$ cat src/rtl/countdown_mmss_timer.sv
// MM:SS countdown timer for the alarm clock's snooze / kitchen-timer feature.
// Loads a clamped BCD time, counts down one second per Tick with borrow
// across digits, rings on reaching 00:00 until acknowledged or timed out.
module countdown_mmss_timer #(
    parameter int RING_CYCLES = 60
) (
    input  logic       Clr,
    input  logic       Clk,
    input  logic       Tick,
    input  logic       LD,
    input  logic [2:0] IN_M1,
    input  logic [3:0] IN_M0,
    input  logic [2:0] IN_S1,
    input  logic [3:0] IN_S0,
    input  logic       Start,
    input  logic       Stop,
    input  logic       Ack,
    output logic [2:0] M1,
    output logic [3:0] M0,
    output logic [2:0] S1,
    output logic [3:0] S0,
    output logic       Running,
    output logic       Ring,
    output logic       Done
);

    localparam int CNT_W = $clog2(RING_CYCLES + 1);
    localparam logic [CNT_W-1:0] RING_MAX = CNT_W'(RING_CYCLES);

    typedef enum logic [1:0] {
        ST_IDLE,
        ST_RUN,
        ST_PAUSE,
        ST_RING
    } state_t;

    state_t           state_q, state_d;
    logic [2:0]       m1_q, m1_d;
    logic [3:0]       m0_q, m0_d;
    logic [2:0]       s1_q, s1_d;
    logic [3:0]       s0_q, s0_d;
    logic [CNT_W-1:0] ring_cnt_q, ring_cnt_d;
    logic             running_q, running_d;
    logic             ring_q, ring_d;
    logic             done_q, done_d;

    // Decremented digit set and borrow chain
    logic [2:0]       dec_m1, dec_s1;
    logic [3:0]       dec_m0, dec_s0;
    logic             borrow_s1, borrow_m0, borrow_m1;
    logic             count_zero, count_one;
    logic [CNT_W-1:0] ring_cnt_inc;

    // Saturate tens digits to 5 (0-5 range of a minutes/seconds tens digit)
    function automatic logic [2:0] clamp_tens(input logic [2:0] v);
        return (v > 3'd5) ? 3'd5 : v;
    endfunction

    // Saturate units digits to 9 (BCD range)
    function automatic logic [3:0] clamp_units(input logic [3:0] v);
        return (v > 4'd9) ? 4'd9 : v;
    endfunction

    // One-second decrement with BCD borrow; never evaluated at 00:00 in RUN
    always_comb begin
        borrow_s1 = (s0_q == 4'd0);
        borrow_m0 = borrow_s1 && (s1_q == 3'd0);
        borrow_m1 = borrow_m0 && (m0_q == 4'd0);
        dec_s0    = borrow_s1 ? 4'd9 : s0_q - 4'd1;
        dec_s1    = borrow_s1 ? ((s1_q == 3'd0) ? 3'd5 : s1_q - 3'd1) : s1_q;
        dec_m0    = borrow_m0 ? ((m0_q == 4'd0) ? 4'd9 : m0_q - 4'd1) : m0_q;
        dec_m1    = borrow_m1 ? m1_q - 3'd1 : m1_q;
        count_zero = (m1_q == 3'd0) && (m0_q == 4'd0) && (s1_q == 3'd0) && (s0_q == 4'd0);
        count_one  = (m1_q == 3'd0) && (m0_q == 4'd0) && (s1_q == 3'd0) && (s0_q == 4'd1);
        ring_cnt_inc = ring_cnt_q + CNT_W'(1);
    end

    // Next-state logic: LD > Stop > Start > Tick, outputs derived from next state
    always_comb begin
        state_d    = state_q;
        m1_d       = m1_q;
        m0_d       = m0_q;
        s1_d       = s1_q;
        s0_d       = s0_q;
        ring_cnt_d = ring_cnt_q;
        done_d     = 1'b0;

        case (state_q)
            ST_IDLE, ST_PAUSE: begin
                if (LD) begin
                    m1_d = clamp_tens(IN_M1);
                    m0_d = clamp_units(IN_M0);
                    s1_d = clamp_tens(IN_S1);
                    s0_d = clamp_units(IN_S0);
                end else if (!Stop && Start) begin
                    // A paused timer at 00:00 has nothing left to run
                    state_d = count_zero ? ST_IDLE : ST_RUN;
                end
            end
            ST_RUN: begin
                if (Stop) begin
                    state_d = ST_PAUSE;
                end else if (Tick) begin
                    m1_d = dec_m1;
                    m0_d = dec_m0;
                    s1_d = dec_s1;
                    s0_d = dec_s0;
                    if (count_one) begin
                        state_d    = ST_RING;
                        ring_cnt_d = '0;
                        done_d     = 1'b1;
                    end
                end
            end
            ST_RING: begin
                m1_d = 3'd0;
                m0_d = 4'd0;
                s1_d = 3'd0;
                s0_d = 4'd0;
                if (Ack) begin
                    state_d = ST_IDLE;
                end else if (Tick) begin
                    ring_cnt_d = ring_cnt_inc;
                    if (ring_cnt_inc == RING_MAX) begin
                        state_d = ST_IDLE;
                    end
                end
            end
            default: begin
                state_d = ST_IDLE;
            end
        endcase

        running_d = (state_d == ST_RUN);
        ring_d    = (state_d == ST_RING);
    end

    // State, digit and output registers with asynchronous active-low clear
    always_ff @(posedge Clk or negedge Clr) begin
        if (!Clr) begin
            state_q    <= ST_IDLE;
            m1_q       <= 3'd0;
            m0_q       <= 4'd0;
            s1_q       <= 3'd0;
            s0_q       <= 4'd0;
            ring_cnt_q <= '0;
            running_q  <= 1'b0;
            ring_q     <= 1'b0;
            done_q     <= 1'b0;
        end else begin
            state_q    <= state_d;
            m1_q       <= m1_d;
            m0_q       <= m0_d;
            s1_q       <= s1_d;
            s0_q       <= s0_d;
            ring_cnt_q <= ring_cnt_d;
            running_q  <= running_d;
            ring_q     <= ring_d;
            done_q     <= done_d;
        end
    end

    assign M1      = m1_q;
    assign M0      = m0_q;
    assign S1      = s1_q;
    assign S0      = s0_q;
    assign Running = running_q;
    assign Ring    = ring_q;
    assign Done    = done_q;

endmodule

$ cat config.mk
export PLATFORM = sky130hd
export DESIGN_NAME = countdown_mmss_timer
export DESIGN_NICKNAME = d
export VERILOG_FILES = /design/src/rtl/countdown_mmss_timer.sv
export SDC_FILE = /design/constraint.sdc
export NUM_CORES = 1
export LEC_CHECK = 0
export BUFFER_PORTS_ARGS = -buffer_cell sky130_fd_sc_hd__buf_2
export CAP_MARGIN = 25
export CORE_AREA = 3 3 74 76
export DETAILED_ROUTE_END_ITERATION = 12
export DIE_AREA = 0 0 77 79
export PLACE_DENSITY = 0.49
export SYNTH_ARGS = -nofsm -noshare
export SYNTH_HDL_FRONTEND = slang
export SYNTH_SLANG_ARGS = --single-unit
$ cat constraint.sdc
create_clock -name Clk -period 2.5 [get_ports Clk]
set_input_delay 0.25 -clock Clk [delete_from_list [all_inputs] [get_ports Clk]]
set_output_delay 0.25 -clock Clk [all_outputs]
set_load 0.03 [all_outputs]
After elaboration in Yosys (flattened, before gate mapping)
Index checks and enable logic that the tools add are counted.
{"block": "totals", "latchBits": 0, "reg_bits": 25, "mem_count": 0, "word_cells": 100, "romBits": 0, "in_bits": 21, "ram_bits": 0}
{"block": "classes", "shift": 0, "n_bitwise": 0, "n_mul": 0, "magnitude_cmp": 4, "reduce_logical": 20, "div_mod_pow": 0, "n_eq_ne": 16, "addsub": 5, "mux": 46}
{"operator": "4-bit 2-to-1 mux", "n": 11}
{"operator": "3-bit 2-to-1 mux", "n": 11}
{"operator": "6-bit 2-to-1 mux", "n": 5}
{"operator": "4-bit case mux with 3 select lines", "n": 2}
{"operator": "2-bit != test (second input constant)", "n": 9}
{"operator": "3-bit case mux with 3 select lines", "n": 2}
{"operator": "2-bit 2-to-1 mux", "n": 8}
{"operator": "6-bit case mux with 2 select lines", "n": 1}
{"operator": "4-bit AND reduction", "n": 3}
{"operator": "4-bit > comparator (second input constant)", "n": 2}
{"operator": "4-bit zero test", "n": 2}
{"operator": "4-bit by 1-bit subtractor with 4-bit output (second input constant)", "n": 2}
{"operator": "1-bit logical AND", "n": 7}
{"operator": "6-bit by 1-bit adder with 6-bit output (second input constant)", "n": 1}
{"operator": "2-bit equality test (second input constant)", "n": 3}
{"operator": "6-bit equality test (second input constant)", "n": 1}
{"operator": "3-bit > comparator (second input constant)", "n": 2}
{"operator": "3-bit zero test", "n": 2}
{"operator": "2-bit case mux with 3 select lines", "n": 1}
{"operator": "6-bit AND reduction", "n": 1}
{"operator": "3-bit by 1-bit subtractor with 3-bit output (second input constant)", "n": 2}
{"operator": "1-bit 2-to-1 mux", "n": 5}
{"operator": "2-bit by 1-bit equality test with 1-bit output (second input constant)", "n": 2}
{"operator": "4-bit by 1-bit equality test with 1-bit output (second input constant)", "n": 1}
{"operator": "5 further kinds", "n": 5}

Logic depth before layout (Yosys ltp)
Gate-level depths: netlist (run 1).
{"block": "depth", "depth_word": 9, "mapped_depth": 7, "ltp_nobuf": 7}

Worst setup path before layout (run 1)
OpenSTA, ideal clock, no wires.
{"block": "synth_timing", "path_kind": "flip-flop to flip-flop", "startpoint": "reg s0_q[0], in the netlist S0[0]", "endpoint": "reg m1_q[0], in the netlist M1[0]", "path_stages_with_launch": 7, "required_time_ns": 2.375, "t_arrival_ns": 1.800, "setup_time_ns": 0.125, "path_buffers": 0, "slack_ns": 0.575, "path_cell_list": "dfrtp_1 -> inv_1 -> ha_1 -> nor3b_4 -> a21oi_1 -> nor3_2 -> mux2_2"}
{"block": "synth_via", "elab_chain_len": 5}
{"item": "start, declared", "line": "41", "rtl": "logic [3:0] s0_q, s0_d;"}
{"item": "start signal, assigned", "line": "145", "rtl": "s0_q <= 4'd0;"}
{"item": "start signal, assigned", "line": "155", "rtl": "s0_q <= s0_d;"}
{"item": "4-bit zero test", "line": "66", "rtl": "borrow_s1 = (s0_q == 4'd0);"}
{"item": "1-bit logical AND", "line": "67", "rtl": "borrow_m0 = borrow_s1 && (s1_q == 3'd0);"}
{"item": "1-bit logical AND", "line": "68", "rtl": "borrow_m1 = borrow_m0 && (m0_q == 4'd0);"}
{"item": "2-bit != test (no line)"}
{"item": "4-bit AND reduction (no line)"}
{"item": "end signal, assigned", "line": "152", "rtl": "m1_q <= m1_d;"}
{"item": "end, declared", "line": "38", "rtl": "logic [2:0] m1_q, m1_d;"}
Every way passes these cells.
A chain may end at the register's enable or synchronous reset.

Worst setup path after layout (run 1)
{"block": "layout_timing", "startpoint": "reg s0_q[0], in the netlist S0[0]", "endpoint": "reg m0_q[3], in the netlist M0[3]"}
{"block": "layout_via", "elab_chain_len": 4}
{"item": "4-bit zero test", "line": "66"}
{"item": "1-bit logical AND", "line": "67"}
{"item": "2-bit != test (no line)"}
{"item": "4-bit AND reduction (no line)"}
{"item": "end signal, assigned", "line": "153", "rtl": "m0_q <= m0_d;"}
{"item": "end, declared", "line": "39", "rtl": "logic [3:0] m0_q, m0_d;"}
Every way passes these cells.

==> results of run 1 <==
[power by group through the flow]
stage | logic (mW) | registers [mW] | clock network [mW]
after floorplan | 0.582 | 0.920 | 0
after global placement | 1.05 | 0.731 | 0
after detailed placement | 1.06 | 0.738 | 0
after CTS | 1.06 | 0.732 | 0.258
after global routing | 1.16 | 0.762 | 0.271
final | 1.04 | 0.733 | 0.242
[state kept, by name (all words and copies together) (netlist names)]
name / flops
Done: 1
M0: 4
M1: 3
Ring: 1
Running: 1
S0: 4
S1: 3
ring_cnt_q: 6
state_q: 2
[worst paths after layout]
path,startpoint,to,cells past startpoint
setup reg to reg,S0[0],M0[3],6
min in group asynchronous,Clr,S1[0],2
max in group asynchronous,Clr,state_q[1],2
hold / removal,IN_S0[1],S0[1],3
setup / recovery,S0[0],M0[3],6
hold reg to reg,M1[2],M1[2],1
[cell usage after synthesis (2+ instances only)]
cell / instances / area, sq um
o31ai_1: 2 / 15.0
nor2b_1: 2 / 12.5
nand3_1: 5 / 25.0
o22ai_1: 5 / 31.3
mux2_2: 6 / 67.6
a22o_1: 2 / 17.5
o21a_1: 2 / 15.0
dfrtp_1: 25 / 626
a211oi_1: 3 / 22.5
and2_1: 2 / 12.5
a21oi_1: 9 / 45.0
nor2_1: 14 / 52.6
nand2b_1: 3 / 18.8
o32a_1: 2 / 20.0
mux2i_1: 2 / 20.0
a32oi_1: 2 / 17.5
nor3_1: 5 / 25.0
nand2_1: 4 / 15.0
inv_1: 13 / 48.8
o21bai_1: 2 / 15.0
ha_1: 7 / 87.6
clkbuf_8: 2 / 27.5
o21ai_0: 10 / 50.1
o211ai_1: 2 / 15.0
[metal layers]
layer  global-route usage [%]  up-vias  share of wire, %
met5                        0        -                 0
met1                     17.2      652                45
met2                     22.7       36                47
met4                     5.87        0               2.2
met3                     3.29        9               5.5
li1                         -      677                 -
[per-stage QoR]
| step | hold WS (ns) | util, % | instance area [sq um] |
|---|---|---|---|
| 2_1_floorplan | -0.0456 | - | 1590 |
| 3_3_place_gp | 0.292 | 38.3 | 1830 |
| 3_5_place_dp | 0.292 | 38.3 | 1830 |
| 4_1_cts | 0.282 | 39.5 | 1890 |
| 5_1_grt | 0.300 | 39.5 | 1890 |
| 6_report | 0.296 | 39.5 | 1890 |
[critical path: cells and delay by family, from the launching register on]
| family | cells | cell delay [ns] |
|---|---|---|
| simple gates | 2 | 0.62 |
| flops | 1 | 0.44 |
| mux | 1 | 0.38 |
| fa+ha+maj | 1 | 0.17 |
| compound gates | 1 | 0.15 |
| buf+inv | 1 | 0.12 |
[layout make-up]
type	instances	share of cell area [%]
Multi-Input combinational cell	118	46.3
Inverter	13	2.58
Tap cell	67	4.44
Sequential cell	25	33.1
Clock buffer	4	2.39
Timing Repair Buffer	40	11.1
[timing repair]
action                    4_1_cts  5_1_grt
hold endpoints to repair       25        0
buffers inserted                0        0
hold buffers                    1        0
[cells by family after synthesis]
group	Yosys count	synth area share (%)
xor+xnor	1	0.550
mux	8	5.49
flops	25	39.2
compound gates	51	22.6
simple gates	51	20.7
buf+inv	18	5.89
fa+ha+maj	7	5.49
==> reports/summary.md, run 1 <==
### Synthesis
• **number of standard cells after synthesis** 161
• **total of warnings raised by yosys** 0
• **async set or reset register ratio after synthesis** 100%
• **number of nets produced by synthesis** 189
• **synthesized area** 1590 sq um
• **library cells used by synthesis** 54
• **number of synthesized flops with an enable pin** 0
• **per-instance average area after synthesis** 9.90 sq um
• **top_reg_cell synth** dfrtp_1
• **share of synthesized area occupied by flip-flops and latches** 39.2%
• **total of flip-flops plus latches after synthesis** 25

### Detailed routing
• **number of remaining DRC errors** 0
• **Routed Antenna Nets** 0
• **Initial DRT Pass Iterations** 4
• **Via density** 5.15
• **wire length reported by the detailed router** 3.84 mm
• **WL/cell** 14.4 microns
• **routed vias** 1374
• **Iter 0 DRT Violations** 89

### Power and ir drop
• **IR drop worst, VDD** 0.456 mV
• **fraction of power consumed by combinational cells** 51.7%
• **power density over cell area** 1070 nW/um^2
• **total power consumption of the routed design** 2.02 mW
• **Seq pwr share** 36.3%
• **Internal Power** 1.08 mW
• **share of total power in the clock network** 12.0%
• **Switching Share** 46.6%
• **leakage** 0.899 nW
• **Net Switching** 942 uW

### Layout
• **diode insertion count for antenna repair** 0
• **most common library cell in the layout ignoring fill and taps** buf_2
• **filler-free cell count of the finished design** 267
• **layout cells sized above 1** 29.5%
• **flip-flop and latch area** 626 sq um
• **Layout area overhead** 18.4%
• **total number of nets in the final design** 229
• **Fillers** 501
• **Multi-input gate area** 875 sq um
• **leading cell types in the layout, fill and taps excluded** 37 x buf_2, 25 x dfrtp_1, 14 x nor2_1

### Critical path
• **Req. time, crit path** 2.66 ns
• **critical path type** reg -> reg
• **critical path launch point type** register
• **Register-to-Register Setup Slack** 0.51 ns
• **highest fanout seen on the critical path** 6
• **type of destination of the critical path** register
• **standard cell with the maximum stage delay on the critical path** dfrtp_1
• **data arrival at the endpoint of the critical path** 2.15 ns
• **worst stage delay on the critical path** 0.44 ns
• **cell-by-cell listing of the critical path** inv_1, ha_1, nor3b_4, a21oi_1, nor2_1, mux2_2

### Timing
• **final hold violation count** 0
• **time the final worst path needs with I/O delays and setup** 1.99 ns
• **Post-Route Setup TNS** 0 ns
• **maximum clock frequency** 502 MHz
• **worst rel slew slack** 62.0%
• **transition time of the tightest slew-check pin** 0.570 ns
• **clock skew after layout** 0.00518 ns
• **RSZ-0062 raised after global routing** no
• **crit share post-route** 79.7%
• **Worst Slack Setup Final** 0.507 ns
• **final-report setup violation count** 0
• **Final Max Slew Viols** 0

### Placement
• **final weighted congestion in routability-driven placement** 0.852
• **Port Buffer Count** 37
• **HPWL after detailed placement** 2.96 mm
• **number of instances in the placed design** 262
• **placement-stage worst setup slack** 0.539 ns

### Clocking
• **number of gates resized after CTS** 0
• **clock insertion delay at the later pin of the skew report** 0.27 ns
• **clock tree from TritonCTS** done
• **CTS buffer count** 3
• **clock buffer depth** 2
• **clock tree sinks** 25
• **Root Buffer** clkbuf_8
• **deepest level of the CTS H-tree** 1
• **register clock-pin slew on the reported worst setup and hold paths** 0.09 ns

### Run
• **Max Cap Viol** 0

### Floorplan
• **die height** 79 microns
• **Site Rows** 25
• **count of pins on the block boundary** 38
• **core area** 4790 sq um
• **die outline width** 77 microns
• **Die Area** 6080 sq um
• **starting density of the core** 33.3%

### GRT
• **number of global-route vias before repair** 1456
• **antenna violations before repair** 0
• **maximum number of pins on one net before global-route repair** 26
• **gr ovfl total** 0
• **all-layer global routing usage** 13.7%
• **global-route wire length before repair** 6.84 mm

### Hold path
• **Hold Crit Class** in -> reg

### Outcome
• **result of the run** finished clean

Power figures use the tool's default switching activity.
==> run 2: changes to the inputs <==
--- a/config.mk
+++ b/config.mk
@@ -5,6 +5,7 @@
 export SDC_FILE = /design/constraint.sdc
 export NUM_CORES = 1
 export LEC_CHECK = 0
+export ABC_AREA = 1
 export BUFFER_PORTS_ARGS = -buffer_cell sky130_fd_sc_hd__buf_2
 export CAP_MARGIN = 25
 export CORE_AREA = 3 3 74 76
==> constraint.sdc (replaced) <==
create_clock -name Clk -period 1.9 [get_ports Clk]
set_input_delay 0.19 -clock Clk [delete_from_list [all_inputs] [get_ports Clk]]
set_output_delay 0.19 -clock Clk [all_outputs]
set_load 0.03 [all_outputs]
==> reports/summary.md, run 2 <==
### Layout
• **Reg with most FFs** ring_cnt_q
• **most common library cell in the layout ignoring fill and taps** nand2_1
• **filler-free cell count of the finished design** 324
• **leading cell types in the layout, fill and taps excluded** 58 x nand2_1, 37 x buf_2, 29 x inv_1
• **total number of nets in the final design** 286
• **layout cells sized above 1** 23.0%
• **max reg flops** 6
• **end-of-flow core utilization** 40.0%
• **diode insertion count for antenna repair** 0
• **Layout area overhead** 20.2%

### Detailed routing
• **Initial DRT Pass Iterations** 4
• **Via density** 4.58
• **Routed Antenna Nets** 0
• **WL/cell** 12.0 microns
• **routed vias** 1484
• **Iter 0 DRT Violations** 36
• **number of remaining DRC errors** 0
• **wire length reported by the detailed router** 3.89 mm

### Power and ir drop
• **IR drop worst, VDD** 0.747 mV
• **leakage** 1.01 nW
• **power density over cell area** 1440 nW/um^2

### Floorplan
• **Site Rows** 25
• **core area** 4790 sq um
• **Die Area** 6080 sq um
• **die height** 79 microns
• **count of pins on the block boundary** 38
• **die outline width** 77 microns
• **starting density of the core** 33.3%

### GRT
• **met3 Resource Use GR** 2.95%
• **antenna violations before repair** 0
• **met2 routing resource usage after global routing** 21.3%
• **gr ovfl total** 0
• **global-route wire length before repair** 6.58 mm
• **maximum number of pins on one net before global-route repair** 26
• **fraction of met1 tracks used by global routing** 18.6%
• **number of global-route vias before repair** 1377
• **peak-usage layer in the global routing report** met2
• **all-layer global routing usage** 13.3%

### Timing
• **transition time of the tightest slew-check pin** 0.568 ns
• **RSZ-0062 raised after global routing** no
• **time the final worst path needs with I/O delays and setup** 1.70 ns
• **crit share post-route** 89.3%
• **maximum clock frequency** 589 MHz
• **worst rel slew slack** 62.1%
• **final-report setup violation count** 0
• **clock skew after layout** 0.00235 ns
• **Worst Slack Setup Final** 0.203 ns
• **Final Max Slew Viols** 0
• **final hold violation count** 0
• **Post-Route Setup TNS** 0 ns

### Hold path
• **Hold Crit Class** in -> reg

### Clocking
• **clock tree from TritonCTS** done
• **clock buffer depth** 2
• **Post-CTS Setup Inserts** 0
• **register clock-pin slew on the reported worst setup and hold paths** 0.09 ns
• **number of gates resized after CTS** 0
• **deepest level of the CTS H-tree** 1
• **CTS buffer count** 3
• **clock insertion delay at the later pin of the skew report** 0.27 ns
• **clock tree sinks** 25
• **Root Buffer** clkbuf_8

### Critical path
• **cell-by-cell listing of the critical path** inv_1, ha_1, nand2_1, nor2_1, nor2_1, nor2_4, nand2_1, nand2_1, nand2_1
• **family of cells with the greatest summed delay on the critical path** simple AND/OR/NAND/NOR gates
• **most prevalent standard cell on the critical path** nand2_1
• **highest fanout seen on the critical path** 12
• **type of destination of the critical path** register
• **Buffers & Inverters on Critical Path** 1
• **Register-to-Register Setup Slack** 0.20 ns
• **critical path launch point type** register
• **critical path type** reg -> reg
• **standard cell with the maximum stage delay on the critical path** dfrtp_1
• **worst stage delay on the critical path** 0.42 ns
• **data arrival at the endpoint of the critical path** 1.87 ns
• **Req. time, crit path** 2.07 ns

### Synthesis
• **area fraction of the dominant cell type after synthesis** 39.3%
• **library cell with the largest summed area after synthesis** dfrtp_1
• **cell with the most instances after synthesis** nand2_1
• **async set or reset register ratio after synthesis** 100%
• **number of synthesized flops with an enable pin** 0
• **per-instance average area after synthesis** 7.41 sq um
• **synthesized area** 1590 sq um
• **top_reg_cell synth** dfrtp_1
• **library cells used by synthesis** 26
• **top cells by instance count after synthesis** 58 x nand2_1, 29 x inv_1, 25 x dfrtp_1, 21 x nor2_1, 16 x o21ai_0
• **total of warnings raised by yosys** 0
• **share of synthesized area occupied by flip-flops and latches** 39.3%
• **number of standard cells after synthesis** 215
• **top cells by area in the synthesized netlist** dfrtp_1 39%, nand2_1 14%, inv_1 6.8%
• **total of flip-flops plus latches after synthesis** 25
• **number of nets produced by synthesis** 243

### Placement
• **Port Buffer Count** 37
• **HPWL after detailed placement** 2.97 mm
• **final weighted congestion in routability-driven placement** 0.770
• **number of instances in the placed design** 319
• **placement-stage worst setup slack** 0.225 ns

### Outcome
• **result of the run** finished clean

### Run
• **Max Cap Viol** 0

[run 2: area by class of cell]
| class | instances | area [sq um] |
|---|---|---|
| fillers | 521 | 2870 |
| multi-input cells | 157 | 832 |
| flip-flops and latches | 25 | 626 |
| repair buffers | 40 | 210 |
| inverters | 31 | 116 |
| well taps | 67 | 83.8 |
| clock buffers | 3 | 41.3 |
| clock inverters | 1 | 5.00 |
[run 2: timing repair]
action	4_1_cts	5_1_grt
setup endpoints to repair	0	0
endpoints found under the hold margin	25	0
hold buffers	1	0
[run 2: worst register-to-register path, stage by stage (launching register included)]
cell and delay, ns:
dfrtp_1 0.42, inv_1 0.13, ha_1 0.17, nand2_1 0.14, nor2_1 0.12, nor2_1 0.07
nor2_4 0.26, nand2_1 0.15, nand2_1 0.08, nand2_1 0.05
[run 2: worst paths after layout]
path,from,endpoint,cells after the start
min reg2reg,M1[1],M1[1],2
min,Stop,Done,2
min in group asynchronous,Clr,M0[2],2
max in group asynchronous,Clr,S0[2],2
max,S0[1],M1[0],9
max reg2reg,S0[1],M1[0],9
[run 2: cells by family after synthesis]
| logic type | after synthesis | share of synthesized area (%) |
|---|---|---|
| AND/OR/NAND/NOR | 104 | 29.0 |
| AO/OA/AOI/OAI | 43 | 16.1 |
| buffers and inverters | 33 | 8.48 |
| flip-flops | 25 | 39.3 |
| adder cells (fa/ha/maj) | 7 | 5.50 |
| XOR/XNOR | 3 | 1.65 |
[run 2: metal layers]
metal	part of all wire (%)	wire (microns)
met2	43	1680
met5	0	0
met3	3.6	138
met1	52	2040
met4	0.75	29
[run 2: power breakdown]
| part | switching [mW] | leakage (nW) | internal [mW] |
|---|---|---|---|
| Combinational | 0.984 | 0.668 | 0.503 |
| Clock | 0.172 | 0.0255 | 0.147 |
| Sequential | 0.221 | 0.319 | 0.734 |
| Total | 1.38 | 1.01 | 1.38 |
[run 2: stage by stage]
stage          total power, mW  instance area (sq um)  hold slack (ns)
6_report                  2.76                   1910            0.143
5_1_grt                   3.01                   1910            0.144
4_1_cts                   2.79                   1910            0.142
3_5_place_dp              2.46                   1860            0.233
3_3_place_gp              2.47                   1860            0.231
2_1_floorplan             2.06                   1590           -0.106
